==> config.mk <==
export PLATFORM = sky130hd
export DESIGN_NAME = hazard_tracker
export DESIGN_NICKNAME = d
export VERILOG_FILES = /design/src/rtl/hazard_pkg.sv /design/src/rtl/hazard_stage_reg.sv /design/src/rtl/hazard_tracker.sv
export SDC_FILE = /design/constraint.sdc
export NUM_CORES = 1
export LEC_CHECK = 0
export BUFFER_PORTS_ARGS = -buffer_cell sky130_fd_sc_hd__clkbuf_2
export CAP_MARGIN = 40
export CORE_MARGIN = 5
export CORE_UTILIZATION = 55
export DETAILED_ROUTE_END_ITERATION = 6
export GPL_ROUTABILITY_DRIVEN = 0
export GPL_TIMING_DRIVEN = 0
export PLACE_DENSITY = 0.9
export SLEW_MARGIN = 20
export SYNTH_ARGS = -nofsm -noshare
export SYNTH_HDL_FRONTEND = slang
export SYNTH_SLANG_ARGS = --single-unit
==> constraint.sdc <==
create_clock -name clk -period 3.2 [get_ports clk]
set_input_delay 0.64 -clock clk [delete_from_list [all_inputs] [get_ports clk]]
set_output_delay 0.64 -clock clk [all_outputs]
set_load 0.05 [all_outputs]
==> src/rtl/hazard_pkg.sv <==
// hazard_pkg: shared forwarding selects, Tuse sentinel and stage record for the hazard tracker
package hazard_pkg;
  localparam logic [1:0] FWD_RF = 2'd0, FWD_E = 2'd1, FWD_M = 2'd2;
  localparam logic [1:0] FWD_IDEX = 2'd0, FWD_FROM_M = 2'd1, FWD_FROM_W = 2'd2;
  localparam logic [1:0] TUSE_NONE = 2'd3;
  typedef struct packed {
    logic [4:0] a1;
    logic [4:0] a2;
    logic [4:0] a3;
    logic       we;
    logic [1:0] tnew;
  } stage_t;
  function automatic logic hit(input logic [4:0] a, input stage_t s);
    return (a != 5'd0) && s.we && (s.a3 == a);
  endfunction
  function automatic logic late(input logic [4:0] a, input stage_t s, input logic [1:0] tuse);
    return hit(a, s) && (s.tnew > tuse);
  endfunction
  // the youngest matching stage decides; a not-yet-ready young match blocks older ones
  function automatic logic [1:0] pick(input logic [4:0] a, input stage_t y, input stage_t o,
                                      input logic [1:0] y_sel, input logic [1:0] o_sel);
    return hit(a, y) ? ((y.tnew == 2'd0) ? y_sel : 2'd0)
         : (hit(a, o) && o.tnew == 2'd0) ? o_sel : 2'd0;
  endfunction
endpackage

==> src/rtl/hazard_stage_reg.sv <==
// hazard_stage_reg: one pipeline stage record with synchronous clear and bubble insertion
module hazard_stage_reg
  import hazard_pkg::*;
(
  input  logic   clk,
  input  logic   rst,
  input  logic   bubble,
  input  stage_t din,
  output stage_t rec_q
);
  stage_t rec_d;
  always_comb rec_d = (rst || bubble) ? '0 : din;
  always_ff @(posedge clk) rec_q <= rec_d;
endmodule

==> src/rtl/hazard_tracker.sv <==
// hazard_tracker: Tuse/Tnew stall and forwarding-select generation for the five-stage pipeline
module hazard_tracker
  import hazard_pkg::*;
(
  input  logic       clk,
  input  logic       reset,
  input  logic [4:0] d_rs_addr,
  input  logic [4:0] d_rt_addr,
  input  logic [4:0] d_a3,
  input  logic       d_we,
  input  logic       d_rs,
  input  logic       d_rt,
  input  logic       e_rs,
  input  logic       e_rt,
  input  logic       d_sw,
  input  logic       e_not,
  input  logic       m_not,
  output logic       stall,
  output logic [1:0] fwd_d_rs,
  output logic [1:0] fwd_d_rt,
  output logic [1:0] fwd_e_rs,
  output logic [1:0] fwd_e_rt,
  output logic       fwd_m_rt
);
  stage_t e_in, m_in, w_in, e_q, m_q, w_q;
  logic [1:0] tuse_rs, tuse_rt;
  logic unused;
  always_comb begin
    tuse_rs = d_rs ? 2'd0 : e_rs ? 2'd1 : TUSE_NONE;
    tuse_rt = d_rt ? 2'd0 : e_rt ? 2'd1 : d_sw ? 2'd2 : TUSE_NONE;
    e_in = '{a1: d_rs_addr, a2: d_rt_addr, a3: d_a3, we: d_we,
             tnew: m_not ? 2'd2 : e_not ? 2'd1 : 2'd0};
    m_in = '{a1: 5'd0, a2: e_q.a2, a3: e_q.a3, we: e_q.we,
             tnew: (e_q.tnew == 2'd0) ? 2'd0 : e_q.tnew - 2'd1};
    w_in = '{a1: 5'd0, a2: 5'd0, a3: m_q.a3, we: m_q.we, tnew: 2'd0};
    stall = late(d_rs_addr, e_q, tuse_rs) || late(d_rs_addr, m_q, tuse_rs) ||
            late(d_rt_addr, e_q, tuse_rt) || late(d_rt_addr, m_q, tuse_rt);
    fwd_d_rs = pick(d_rs_addr, e_q, m_q, FWD_E, FWD_M);
    fwd_d_rt = pick(d_rt_addr, e_q, m_q, FWD_E, FWD_M);
    fwd_e_rs = pick(e_q.a1, m_q, w_q, FWD_FROM_M, FWD_FROM_W);
    fwd_e_rt = pick(e_q.a2, m_q, w_q, FWD_FROM_M, FWD_FROM_W);
    fwd_m_rt = hit(m_q.a2, w_q);
  end
  assign unused = ^{m_q.a1, w_q.a1, w_q.a2};
  hazard_stage_reg u_e (.clk(clk), .rst(reset), .bubble(stall), .din(e_in), .rec_q(e_q));
  hazard_stage_reg u_m (.clk(clk), .rst(reset), .bubble(1'b0), .din(m_in), .rec_q(m_q));
  hazard_stage_reg u_w (.clk(clk), .rst(reset), .bubble(1'b0), .din(w_in), .rec_q(w_q));
endmodule

# Word-level counts from Yosys, hierarchy flattened
# Cells that the tools add are included.
# op_classes
n_addsub,1
magnitude_cmp,4
n_eq_ne,9
muxes,17
n_reduce_logical,40
# op_table
operator,count
$eq A5 B5 Y1,9
$logic_and A1 B1 Y1,26
$mux W2,13
$reduce_bool A5 Y1,5
$gt A2 B2 Y1,4
$logic_not A2 Y1,3
$logic_or A1 B1 Y1,4
$mux W1,4
$reduce_or A2 Y1,2
$sub A2 B1 Y2 const B,1
# word_totals
reg_bits,39
out_inout_bits,10

# Logic depth before layout (Yosys ltp)
# logic_depth
ltp_word,9
mapped_depth,9
ltp_nobuf,8

# Cells and area by module
# Synthesis repeated with hierarchy kept, for this count alone.
# unflattened
cells_unflattened,244
area_unflattened_um2,2705.1
# modules_own_cells
mod,instances,cells_each,area_each_um2,seq_area_each_um2
hazard_stage_reg,3,40,599.3,360.3
hazard_tracker,1,124,907.1,0.0

# Worst setup path before layout
# Ideal clock, no wire load.
# synth_timing
kind,input to output
startpoint,in d_rs_addr[1]
endpoint,out fwd_d_rs[1]
arrival_time_ns,3.130
required_ns,2.560
setup_slack_ns,-0.570
stages,4
path_cell_list,or4_1 > o211ai_1 > nor2_1 > nor4b_1
# synth_via
elab_chain_len,6
elab_cells_between_ends,10
classes_between,eq/ne (2); mux (2); reduce/logical (6)
# synth_lines
element,line_no,rtl
from (decl),hazard_tracker.sv:7,"input logic [4:0] d_rs_addr,"
$reduce_bool A5 Y1,hazard_pkg.sv:14,return (a != 5'd0) && s.we && (s.a3 == a);
$logic_and A1 B1 Y1 (2 in a row),hazard_pkg.sv:14,
$logic_and A1 B1 Y1,hazard_pkg.sv:23,": (hit(a, o) && o.tnew == 2'd0) ? o_sel : 2'd0;"
$mux W2,hazard_pkg.sv:23,
$mux W2 *,hazard_pkg.sv:22,"return hit(a, y) ? ((y.tnew == 2'd0) ? y_sel : 2'd0)"
to (decl),hazard_tracker.sv:19,"output logic [1:0] fwd_d_rs,"
# Every way passes the cells marked *; elsewhere a longest branch is shown, timed or not.

# Final worst setup path
# layout_timing
startpoint,in d_rt_addr[1]
endpoint,out stall
# layout_via
elab_chain_len,6
elab_cells_between_ends,11
classes_between,eq/ne (2); reduce/logical (9)
# layout_lines
element,line_no,rtl
from (decl),hazard_tracker.sv:8,"input logic [4:0] d_rt_addr,"
$reduce_bool A5 Y1,hazard_pkg.sv:14,
$logic_and A1 B1 Y1 (2 in a row),hazard_pkg.sv:14,
$logic_and A1 B1 Y1,hazard_pkg.sv:17,"return hit(a, s) && (s.tnew > tuse);"
$logic_or A1 B1 Y1,hazard_tracker.sv:36,"stall = late(d_rs_addr, e_q, tuse_rs) || late(d_rs_addr, m_q, tuse_rs) ||"
$logic_or A1 B1 Y1 *,hazard_tracker.sv:37,"late(d_rt_addr, e_q, tuse_rt) || late(d_rt_addr, m_q, tuse_rt);"
to (decl),hazard_tracker.sv:18,"output logic stall,"
# Marks and branches as above.

==> flow_summary.toml <==
[pwr]
power.share.clock_pct = 27.0
combPwrFrac_pct = 17.0
total_power_mw = 0.899
p_leak_nw = 0.894
switchingPower_mw = 0.257
swShare_pct = 28.5
power.density_nw_per_um2 = 406
ir_worst_vdd_v = 0.000362
sequentialPowerShare_pct = 56.0
p_int_mw = 0.642

[clocking]
cts_tree = "yes"
cts.htree.levels = 2
cts_made_buffers = 5
cts_root_buf = "clkbuf_4"
clock_sinks = 37
clk_pin_slew_ps = 110
insertion_delay_ps = 350
clockBufferDepth = 2
hold_buffers = 0

[synthesis]
synth.distinct_cells = 25
syn_area_um2 = 1890
syn_area_per_cell_um2 = 9.56
async_flop_share_pct = 0
synth_nets = 232
yosysWarnings = 0
synthCells = 198
synth_top_area_share_pct = 39.1
synth_top_area_cell = "dfxtp_1"
ys_ff_latch = 37
synthFlopType = "dfxtp_1"
synthTopCellsByCount = "37 x dfxtp_1, 37 x xnor2_1, 21 x and2_1, 18 x nor2b_1"
ys_top_cells_by_area = "dfxtp_1 39%, xnor2_1 17%, and2_1 6.9%, ha_1 5.9%, nor2b_1 5.9%"
synth_edf_count = 0
ys_seq_area_share_pct = 39.1

[floorplan]
rows = 21
ios = 35
die_h_um = 68.7
die_area_um2 = 4720
start_util_pct = 56.7
core_area_um2 = 3340
die_width_um = 68.7

[cells_and_area]
syn_to_final_growth_pct = 17.1
drive_gt1_share_pct = 21.1
layout.nets = 275
final_area_um2 = 2220
n_antenna_cell = 0

[setup_path]
max_stage_delay_ps = 550
r2r_cells = 6
rr_startpoint = "u_e.rec_q[4]$_SDFF_PP0_"
worstSetupPathType = "in2out"
slowest_stage = "or4_1"
cp-start-kind = "input port"
worstPathArrival_ps = 2500
cp_max_fo = 4
crit_required_ps = 2560
reg2reg_slack_ps = 1090
cp-end-kind = "primary output"
worstReg2RegEnd = "u_e.rec_q[9]$_SDFF_PP0_"
cpLargestDelayFamily = "simple AND/OR/NAND/NOR gates"
critPathBufInv = 2
cp_cell_sequence = "clkbuf_2 -> or4_1 -> o211ai_1 -> a2111oi_2 -> or4_1 -> buf_6"
path_common_cell = "or4_1"

[timing]
rsz0062_at_grt = "false"
slew_headroom_pct = 49.0
setup_viol = 0
tightestPinTransition_ps = 762
slew_viol_final = 0
hold_viol_final = 0
skew_ps = 11.2
setup_tns_ps = 0
max_freq_ghz = 0.319
period_share_pct = 98.1
holdWs_ps = 427
finalCriticalPeriod_ps = 3140

[routing]
antenna_left = 0
first_pass_iters = 4
drc = 0
first_iter_violations = 36
routedWlPerCell_um = 14.5
num_vias = 1472
wirelength_um = 4190
vias_per_cell = 5.11

[place]
port_buffers = 34
place_area_um2 = 2130
hpwl_um = 3230

[global_routing]
antenna_found_initial = 0
grt_max_degree = 12
grt_overflow = 0
first_global_vias = 1528
grtUsageTotal_pct = 19.8
grt_pass1_wl_um = 6720

[worst_hold_path]
hold_class = "reg2reg"
min_to = "u_m.rec_q[0]$_SDFF_PP0_"
hp-start = "u_e.rec_q[0]$_SDFF_PP0_"
whs_path_depth = 1

[outcome]
outcome = "complete, no violations"

[flow_run]
cap_violations = 0
## timing repair
| item | in CTS | in global routing |
|---|---|---|
| pin swaps | 0 | 2 |
| buffers inserted | 0 | 2 |
| hold endpoints to repair | 0 | 0 |
| endpoints found under the setup margin | 1 | 1 |
| resized for setup | 1 | 6 |
## state kept, by name (all words and copies together) (netlist names)
register and count:
u_m.rec_q 13, u_e.rec_q 18, u_w.rec_q 6
## layer usage
layer / GRT usage (%) / vias to the layer above / wire length (um)
met5: 0 / - / 0
met4: 8.68 / 0 / 103
met3: 5.67 / 9 / 280
met2: 34.1 / 55 / 2020
met1: 22.6 / 656 / 1790
li1: - / 752 / -
## cells in the final DEF, fill, tap and decap left out, drive strengths merged
| master | instances |
|---|---|
| nor2 | 5 |
| nor4b | 2 |
| o31ai | 1 |
| inv | 9 |
| and3 | 1 |
| and2 | 21 |
| buf | 4 |
| o21ai | 1 |
| nand4 | 8 |
| nor2b | 18 |
| nand2 | 3 |
| xnor2 | 37 |
| o211ai | 4 |
| clkinv | 2 |
| clkbuf | 46 |
| xor2 | 7 |
| nor3 | 4 |
| or4 | 5 |
| dfxtp | 37 |
| and3b | 1 |
| nor4 | 7 |
| a2111oi | 3 |
| ha | 9 |
| or2 | 2 |
| a21oi | 5 |
## stage by stage
stage	utilization, %	worst slack [ps]	cells
6_report	66.4	60.7	288
5_1_grt	66.4	2.38	288
4_1_cts	65.6	10.7	286
3_5_place_dp	63.9	-13.7	278
3_3_place_gp	63.9	-4.58	278
2_1_floorplan	-	4.11	198
## kinds of logic (layout without fill, tap and decap cells)
kind of cell	Yosys count	count (layout)	share of synthesized area, %
AOI/OAI and AO/OA	14	14	5.16
xor gates and xnor gates	44	44	20.4
adders and majority gates	9	9	5.95
buffers and inverters	17	61	3.77
DFF	37	37	39.1
and+or+nand+nor	77	77	25.6
## cell type report
class                   count  area (um^2)
plain buffers               8         37.5
multi-input cells         144         1100
well taps                  46         57.6
flip-flops and latches     37          741
clock inverters             2         10.0
fillers                   277         1120
clock buffers               6         41.3
repair buffers             36          191
inverters                   9         33.8
## power by group through the flow
stage               logic [mW]  clock network, mW  registers [mW]
floorplan                0.105                  0           0.508
global placement         0.140                  0           0.513
detailed placement       0.148                  0           0.514
CTS                      0.150              0.241           0.503
global route             0.170              0.261           0.507
finish                   0.153              0.242           0.504
## worst max-delay path by stage
stage                            startpoint           to  cells past startpoint
floorplan           u_e.rec_q[8]$_SDFF_PP0_  fwd_e_rt[1]                      4
global placement                       e_rt        stall                      6
finish                         d_rt_addr[1]        stall                      6
global route                   d_rt_addr[1]        stall                      6
detailed placement                     e_rt        stall                      6
CTS                            d_rt_addr[1]        stall                      6
No activity file was read; power rests on OpenSTA's default activity.
